**config.mk**
```make
export PLATFORM = sky130hd
export DESIGN_NAME = psum_requant
export DESIGN_NICKNAME = d
export VERILOG_FILES = /design/src/rtl/psum_requant_pkg.sv /design/src/rtl/psum_requant_relu_requant.sv /design/src/rtl/psum_requant.sv
export SDC_FILE = /design/constraint.sdc
export NUM_CORES = 1
export LEC_CHECK = 0
export BUFFER_PORTS_ARGS = -buffer_cell sky130_fd_sc_hd__buf_4
export CELL_PAD_IN_SITES_DETAIL_PLACEMENT = 1
export CELL_PAD_IN_SITES_GLOBAL_PLACEMENT = 1
export CORE_UTILIZATION = 41
export DETAILED_ROUTE_END_ITERATION = 6
export PLACE_DENSITY = 0.85
export SYNTH_ARGS = -nofsm -noshare
export SYNTH_HDL_FRONTEND = slang
export SYNTH_SLANG_ARGS = --single-unit
```
**constraint.sdc**
```tcl
create_clock -name clk -period 2.45 [get_ports clk]
set_input_delay 0.245 -clock clk [delete_from_list [all_inputs] [get_ports clk]]
set_output_delay 0.245 -clock clk [all_outputs]
set_load 0.01 [all_outputs]
```
**src/rtl/psum_requant_pkg.sv**
```systemverilog
// psum_requant_pkg: shared types and helpers for the partial-sum requantizer.
//   state_e  : FSM encoding (ACC -> QUANT -> OUT)
//   CNT_BW   : width of the saturating group-psum counter
//   act_max  : largest unsigned activation for a given width
//   sat_add  : signed add clamped to a w-bit two's complement range
package psum_requant_pkg;

  typedef enum logic [1:0] {
    ACC   = 2'd0,
    QUANT = 2'd1,
    OUT   = 2'd2
  } state_e;

  localparam int CNT_BW = 8;

  function automatic longint act_max(input int w);
    return (longint'(1) << w) - longint'(1);
  endfunction

  // Operands must already fit in w bits (w <= 63); the 64-bit sum cannot wrap.
  function automatic logic signed [63:0] sat_add(input logic signed [63:0] a,
                                                 input logic signed [63:0] b,
                                                 input int                 w);
    logic signed [63:0] s;
    logic signed [63:0] hi;
    logic signed [63:0] lo;
    s  = a + b;
    hi = (64'sd1 <<< (w - 1)) - 64'sd1;
    lo = -(64'sd1 <<< (w - 1));
    if (s > hi)      return hi;
    else if (s < lo) return lo;
    else             return s;
  endfunction

endpackage

```
**src/rtl/psum_requant_relu_requant.sv**
```systemverilog
// relu_requant: combinational ReLU + right-shift requantization + clip.
//   acc   : signed accumulated group sum
//   shift : right-shift amount
//   act   : unsigned activation, clipped to act_max(bw)
//   sat   : shifted value exceeded act_max(bw)
// Build option: define PSUM_REQUANT_ROUND_EN for round-half-up, else truncate.
module relu_requant
  import psum_requant_pkg::*;
#(
  parameter int bw       = 4,
  parameter int acc_bw   = 16,
  parameter int shift_bw = 4
) (
  input  logic signed [acc_bw-1:0]   acc,
  input  logic        [shift_bw-1:0] shift,
  output logic        [bw-1:0]       act,
  output logic                       sat
);

  // One extra bit so the rounding add can never overflow.
  localparam logic [acc_bw:0] ACT_MAX_V = (acc_bw+1)'(act_max(bw));

  logic [acc_bw:0] r;
  logic [acc_bw:0] r_adj;
  logic [acc_bw:0] q;

  assign r = acc[acc_bw-1] ? '0 : {1'b0, acc};

`ifdef PSUM_REQUANT_ROUND_EN
  localparam logic [acc_bw:0] ONE = {{acc_bw{1'b0}}, 1'b1};
  assign r_adj = (shift == '0) ? r : r + (ONE << (shift - 1'b1));
`else
  assign r_adj = r;
`endif

  assign q   = r_adj >> shift;
  assign sat = (q > ACT_MAX_V);
  assign act = sat ? ACT_MAX_V[bw-1:0] : q[bw-1:0];

endmodule

```
**src/rtl/psum_requant.sv**
```systemverilog
// psum_requant: accumulates a group of signed partial sums, then emits one
// ReLU'd, right-shift-requantized, saturated unsigned activation.
//   clk, reset_n          : clock, async active-low reset
//   in_valid/in_ready     : psum handshake (in_psum, in_last, cfg_shift)
//   out_valid/out_ready   : activation handshake (out_act, out_sat)
//   busy                  : group in progress
// Build option: PSUM_REQUANT_ROUND_EN selects round-half-up in requant.
module psum_requant
  import psum_requant_pkg::*;
#(
  parameter int bw       = 4,
  parameter int psum_bw  = 9,
  parameter int acc_bw   = 16,
  parameter int shift_bw = 4
) (
  input  logic                       clk,
  input  logic                       reset_n,
  input  logic                       in_valid,
  output logic                       in_ready,
  input  logic signed [psum_bw-1:0]  in_psum,
  input  logic                       in_last,
  input  logic        [shift_bw-1:0] cfg_shift,
  output logic                       out_valid,
  input  logic                       out_ready,
  output logic        [bw-1:0]       out_act,
  output logic                       out_sat,
  output logic                       busy
);

  state_e                    state_q, state_d;
  logic signed [acc_bw-1:0]  acc_q, acc_d;
  logic        [CNT_BW-1:0]  cnt_q, cnt_d;
  logic        [shift_bw-1:0] shift_q, shift_d;
  logic        [bw-1:0]      act_q, act_d;
  logic                      sat_q, sat_d;
  logic        [bw-1:0]      rq_act;
  logic                      rq_sat;
  logic                      in_fire;

  assign in_ready  = (state_q == ACC);
  assign out_valid = (state_q == OUT);
  assign in_fire   = in_valid && in_ready;
  assign out_act   = act_q;
  assign out_sat   = sat_q;
  assign busy      = (state_q != ACC) || (cnt_q != '0);

  relu_requant #(
    .bw       (bw),
    .acc_bw   (acc_bw),
    .shift_bw (shift_bw)
  ) u_rq (
    .acc   (acc_q),
    .shift (shift_q),
    .act   (rq_act),
    .sat   (rq_sat)
  );

  always_comb begin
    state_d = state_q;
    acc_d   = acc_q;
    cnt_d   = cnt_q;
    shift_d = shift_q;
    act_d   = act_q;
    sat_d   = sat_q;
    case (state_q)
      ACC: begin
        if (in_fire) begin
          acc_d = acc_bw'(sat_add({{(64-acc_bw){acc_q[acc_bw-1]}}, acc_q},
                                  {{(64-psum_bw){in_psum[psum_bw-1]}}, in_psum},
                                  acc_bw));
          cnt_d = (&cnt_q) ? cnt_q : cnt_q + 1'b1;
          if (in_last) begin
            shift_d = cfg_shift;
            state_d = QUANT;
          end
        end
      end
      QUANT: begin
        act_d   = rq_act;
        sat_d   = rq_sat;
        acc_d   = '0;
        cnt_d   = '0;
        state_d = OUT;
      end
      OUT: begin
        if (out_ready) state_d = ACC;
      end
      default: state_d = ACC;
    endcase
  end

  always_ff @(posedge clk or negedge reset_n) begin
    if (!reset_n) begin
      state_q <= ACC;
      acc_q   <= '0;
      cnt_q   <= '0;
      shift_q <= '0;
      act_q   <= '0;
      sat_q   <= 1'b0;
    end else begin
      state_q <= state_d;
      acc_q   <= acc_d;
      cnt_q   <= cnt_d;
      shift_q <= shift_d;
      act_q   <= act_d;
      sat_q   <= sat_d;
    end
  end

endmodule

```
==> impl_metrics.sql <==
INSERT INTO impl_metrics (metric_group, metric, value, unit) VALUES
('power_and_ir_drop', 'irDropWorstVdd', '0.714', 'mV'),
('floorplan', 'initial_core_util', '0.430', ''),
('finish', 'nNetsFinal', '472', ''),
('grt', 'grt_max_degree', '36', ''),
('grt', 'first_global_vias', '3306', ''),
('yosys', 'async_reset_ff_frac', '1.00', ''),
('yosys', 'yosys_warnings', '0', ''),
('placement', 'port_buffers', '25', ''),
('power_and_ir_drop', 'p_per_area', '1490', 'mW/mm^2'),
('timing', 'worst_hold_slack', '0.124', 'ns'),
('setup_path', 'worstPathRequired', '2.68', 'ns'),
('power_and_ir_drop', 'clock_power_share', '0.111', ''),
('routing', 'dr.first_iter.drc_count', '216', ''),
('yosys', 'yosys-top-cells-area', 'sky130_fd_sc_hd__dfrtp_1 30%, sky130_fd_sc_hd__a21oi_1 7.6%, sky130_fd_sc_hd__ha_1 7.6%', ''),
('timing', 'final.setup.worst_slack', '-0.421', 'ns'),
('routing', 'wl_per_cell', '22.4', 'um'),
('grt', 'gr-total-overflow', '0', ''),
('grt', 'grt_util_all_layers', '0.287', ''),
('setup_path', 'startpoint_type', 'register', ''),
('clocking', 'path_clk_slew', '0.08', 'ns'),
('routing', 'vias', '3276', ''),
('floorplan', 'die_area', '0.00754', 'mm^2'),
('yosys', 'syn-mean-instance-area', '8.26', 'um^2'),
('placement', 'place_congestion', '0.906', ''),
('routing', 'post_drt_via_cell_ratio', '6.16', ''),
('power_and_ir_drop', 'pwr-share-seq', '0.180', ''),
('timing', 'tightest_slew', '0.710', 'ns'),
('floorplan', 'design.portCount', '26', ''),
('outcome', 'violations', 'setup timing', ''),
('floorplan', 'core.rowCount', '30', ''),
('timing', 'period_minus_slack', '2.87', 'ns'),
('clocking', 'number_of_buffers_added_by_the_clock_tree_synthesis_step', '5', ''),
('yosys', 'synth_cell_type_count', '60', ''),
('finish', 'diodes', '0', ''),
('flow_run', 'timing.max_cap.violations', '0', ''),
('timing', 'max-slew-margin-rel', '0.527', ''),
('timing', 'post-route-period-util', '1.17', ''),
('yosys', 'synth_top_area_frac', '0.297', ''),
('yosys', 'syn-num-nets', '394', ''),
('placement', 'dp.final_hpwl', '7.49', 'mm'),
('clocking', 'cts_tree', 'done', ''),
('yosys', 'synth_flop_cell', 'sky130_fd_sc_hd__dfrtp_1', ''),
('outcome', 'run_status', 'finished with violations', ''),
('clocking', 'clkLatencyLatePin', '0.30', 'ns'),
('timing', 'timing.final.max_slew_violations', '0', ''),
('yosys', 'netlist.top_cell.by_area', 'sky130_fd_sc_hd__dfrtp_1', ''),
('power_and_ir_drop', 'p_sw_frac', '0.477', ''),
('routing', 'drt.antenna.violating_nets', '0', ''),
('finish', 'synthToLayoutAreaGrowth', '32.6', '%'),
('routing', 'detailedRoute.firstPassIterationCount', '4', ''),
('timing', 'skew', '0.0104', 'ns'),
('power_and_ir_drop', 'leakagePower', '1.75', 'nW'),
('floorplan', 'die_x', '86.8', 'um'),
('timing', 'clock.fmax', '348', 'MHz'),
('yosys', 'number_of_enable_type_register_cells_in_the_synthesized_netlist', '0', ''),
('grt', 'grt_first_pass_wirelength', '16.7', 'mm'),
('power_and_ir_drop', 'power_report.internal_total', '0.00304', 'W'),
('finish', 'drive_gt1_frac', '0.307', ''),
('power_and_ir_drop', 'share_comb_of_total_power', '0.709', ''),
('floorplan', 'floorplan.core_area', '0.00687', 'mm^2'),
('setup_path', 'worstPathMaxFanout', '2', ''),
('setup_path', 'cp_data_arrival_time', '3.10', 'ns'),
('timing', 'report.final.hold_viol_count', '0', ''),
('setup_path', 'setup.worst_path.end_class', 'register', ''),
('yosys', 'synth_most_common_cell', 'sky130_fd_sc_hd__a21oi_1', ''),
('yosys', 'ys_seq_elements', '35', ''),
('floorplan', 'dieHeight', '86.8', 'um'),
('timing', 'setup_violations', '16', ''),
('yosys', 'synth.cell_area', '0.00295', 'mm^2'),
('clocking', 'clock_sink_count', '35', ''),
('yosys', 'yosysSeqAreaShare', '0.297', '');
[worst max-delay path, cell delays in order, from the launching register on]
cell and delay [ns]:
sky130_fd_sc_hd__dfrtp_1 0.37, sky130_fd_sc_hd__ha_2 0.20, sky130_fd_sc_hd__inv_2 0.05, sky130_fd_sc_hd__fa_2 0.37, sky130_fd_sc_hd__nand2b_4 0.17, sky130_fd_sc_hd__a211oi_4 0.25
sky130_fd_sc_hd__o22ai_2 0.13, sky130_fd_sc_hd__buf_4 0.15, sky130_fd_sc_hd__buf_4 0.14, sky130_fd_sc_hd__buf_4 0.13, sky130_fd_sc_hd__o21ai_0 0.28, sky130_fd_sc_hd__xor2_1 0.25
sky130_fd_sc_hd__nand2_1 0.15, sky130_fd_sc_hd__a21oi_2 0.16
[placed cells by master (no fill, tap or decap), types with 5 or more instances in the layout]
cell                       count
sky130_fd_sc_hd__ha_1         15
sky130_fd_sc_hd__inv_1        10
sky130_fd_sc_hd__nand2b_1      6
sky130_fd_sc_hd__a21oi_2      11
sky130_fd_sc_hd__nor2b_1       5
sky130_fd_sc_hd__a21oi_1      35
sky130_fd_sc_hd__mux2i_1      10
sky130_fd_sc_hd__nor3_1       11
sky130_fd_sc_hd__o21ai_0      19
sky130_fd_sc_hd__nand2_1      29
sky130_fd_sc_hd__o21ai_1       6
sky130_fd_sc_hd__a211oi_1      5
sky130_fd_sc_hd__nor2_1       33
sky130_fd_sc_hd__xnor2_1       6
sky130_fd_sc_hd__nand4_1       5
sky130_fd_sc_hd__buf_4        88
sky130_fd_sc_hd__a21o_1        6
sky130_fd_sc_hd__nand3_1      13
sky130_fd_sc_hd__clkbuf_8      5
sky130_fd_sc_hd__xor2_1        9
sky130_fd_sc_hd__dfrtp_1      34
[cell type report]
cell class,instances,area [um^2]
tap,96,120
clock buffer,6,72.6
sequential,35,877
timing repair buffer,89,671
multi-input combinational,292,2070
fill,809,2960
clock inverter,2,60.1
inverter,12,45.0
[repair_timing]
item                                   4_1_cts  5_1_grt
cloned                                       0        1
hold buffers                                 1        0
resized for setup                           12       23
setup endpoints to repair                   17       21
setup buffers                                2        4
endpoints found under the hold margin       35        0
pin swaps                                    1        1
[logic make-up after synthesis]
family,share of synthesized area
AOI/OAI and AO/OA,0.261
and+or+nand+nor,0.196
DFF,0.297
buffers and inverters,0.0466
adders and majority gates,0.0831
muxes,0.0717
xor gates and xnor gates,0.0445
[routing by layer]
layer / GRT usage / vias to the layer above / share of wire
met5: 0 / - / 0
met4: 0.124 / 0 / 0.051
met3: 0.0390 / 60 / 0.040
met2: 0.485 / 115 / 0.50
met1: 0.366 / 1640 / 0.41
li1: - / 1461 / -
[metrics by stage]
step	instance area, um^2	setup WS (ns)	instances	TNS (ns)	power [W]
global placement	3590	-0.162	516	-1.65	0.00429
finish	3910	-0.421	532	-4.61	0.00582
floorplan	2950	-0.105	357	-0.814	0.00310
detailed placement	3590	-0.275	516	-3.23	0.00451
CTS	3790	-0.168	527	-2.01	0.00528
global route	3910	-0.457	532	-5.39	0.00613
[sequential cells by signal (all words and copies together) (netlist names)]
name	count
acc_q	16
cnt_q	8
out_act	4
out_sat	1
shift_q	4
state_q	2
[worst paths after layout]
path                            depth (start not counted)  slack [ns]                     end              startpoint
worst min-delay path                                    2        0.12  state_q[1]$_DFFE_PN0P_               out_ready
worst max register to register                         13       -0.42   acc_q[14]$_DFFE_PN0P_    acc_q[0]$_DFFE_PN0P_
min in group asynchronous                               2        0.45  out_act[3]$_DFFE_PN0P_                 reset_n
worst max-delay path                                   13       -0.42   acc_q[14]$_DFFE_PN0P_    acc_q[0]$_DFFE_PN0P_
max in group asynchronous                               2        1.63  shift_q[0]$_DFFE_PN0P_                 reset_n
worst min register to register                          2        0.56  out_act[0]$_DFFE_PN0P_  out_act[0]$_DFFE_PN0P_
[power groups by stage]
stage	combinational (W)	sequential, W	clock, W
6_report	0.00413	0.00105	0.000648
5_1_grt	0.00441	0.00106	0.000668
4_1_cts	0.00361	0.00103	0.000634
3_5_place_dp	0.00347	0.00104	0
3_3_place_gp	0.00327	0.00102	0
2_1_floorplan	0.00210	0.00101	0
Power figures use the tool's default switching activity.
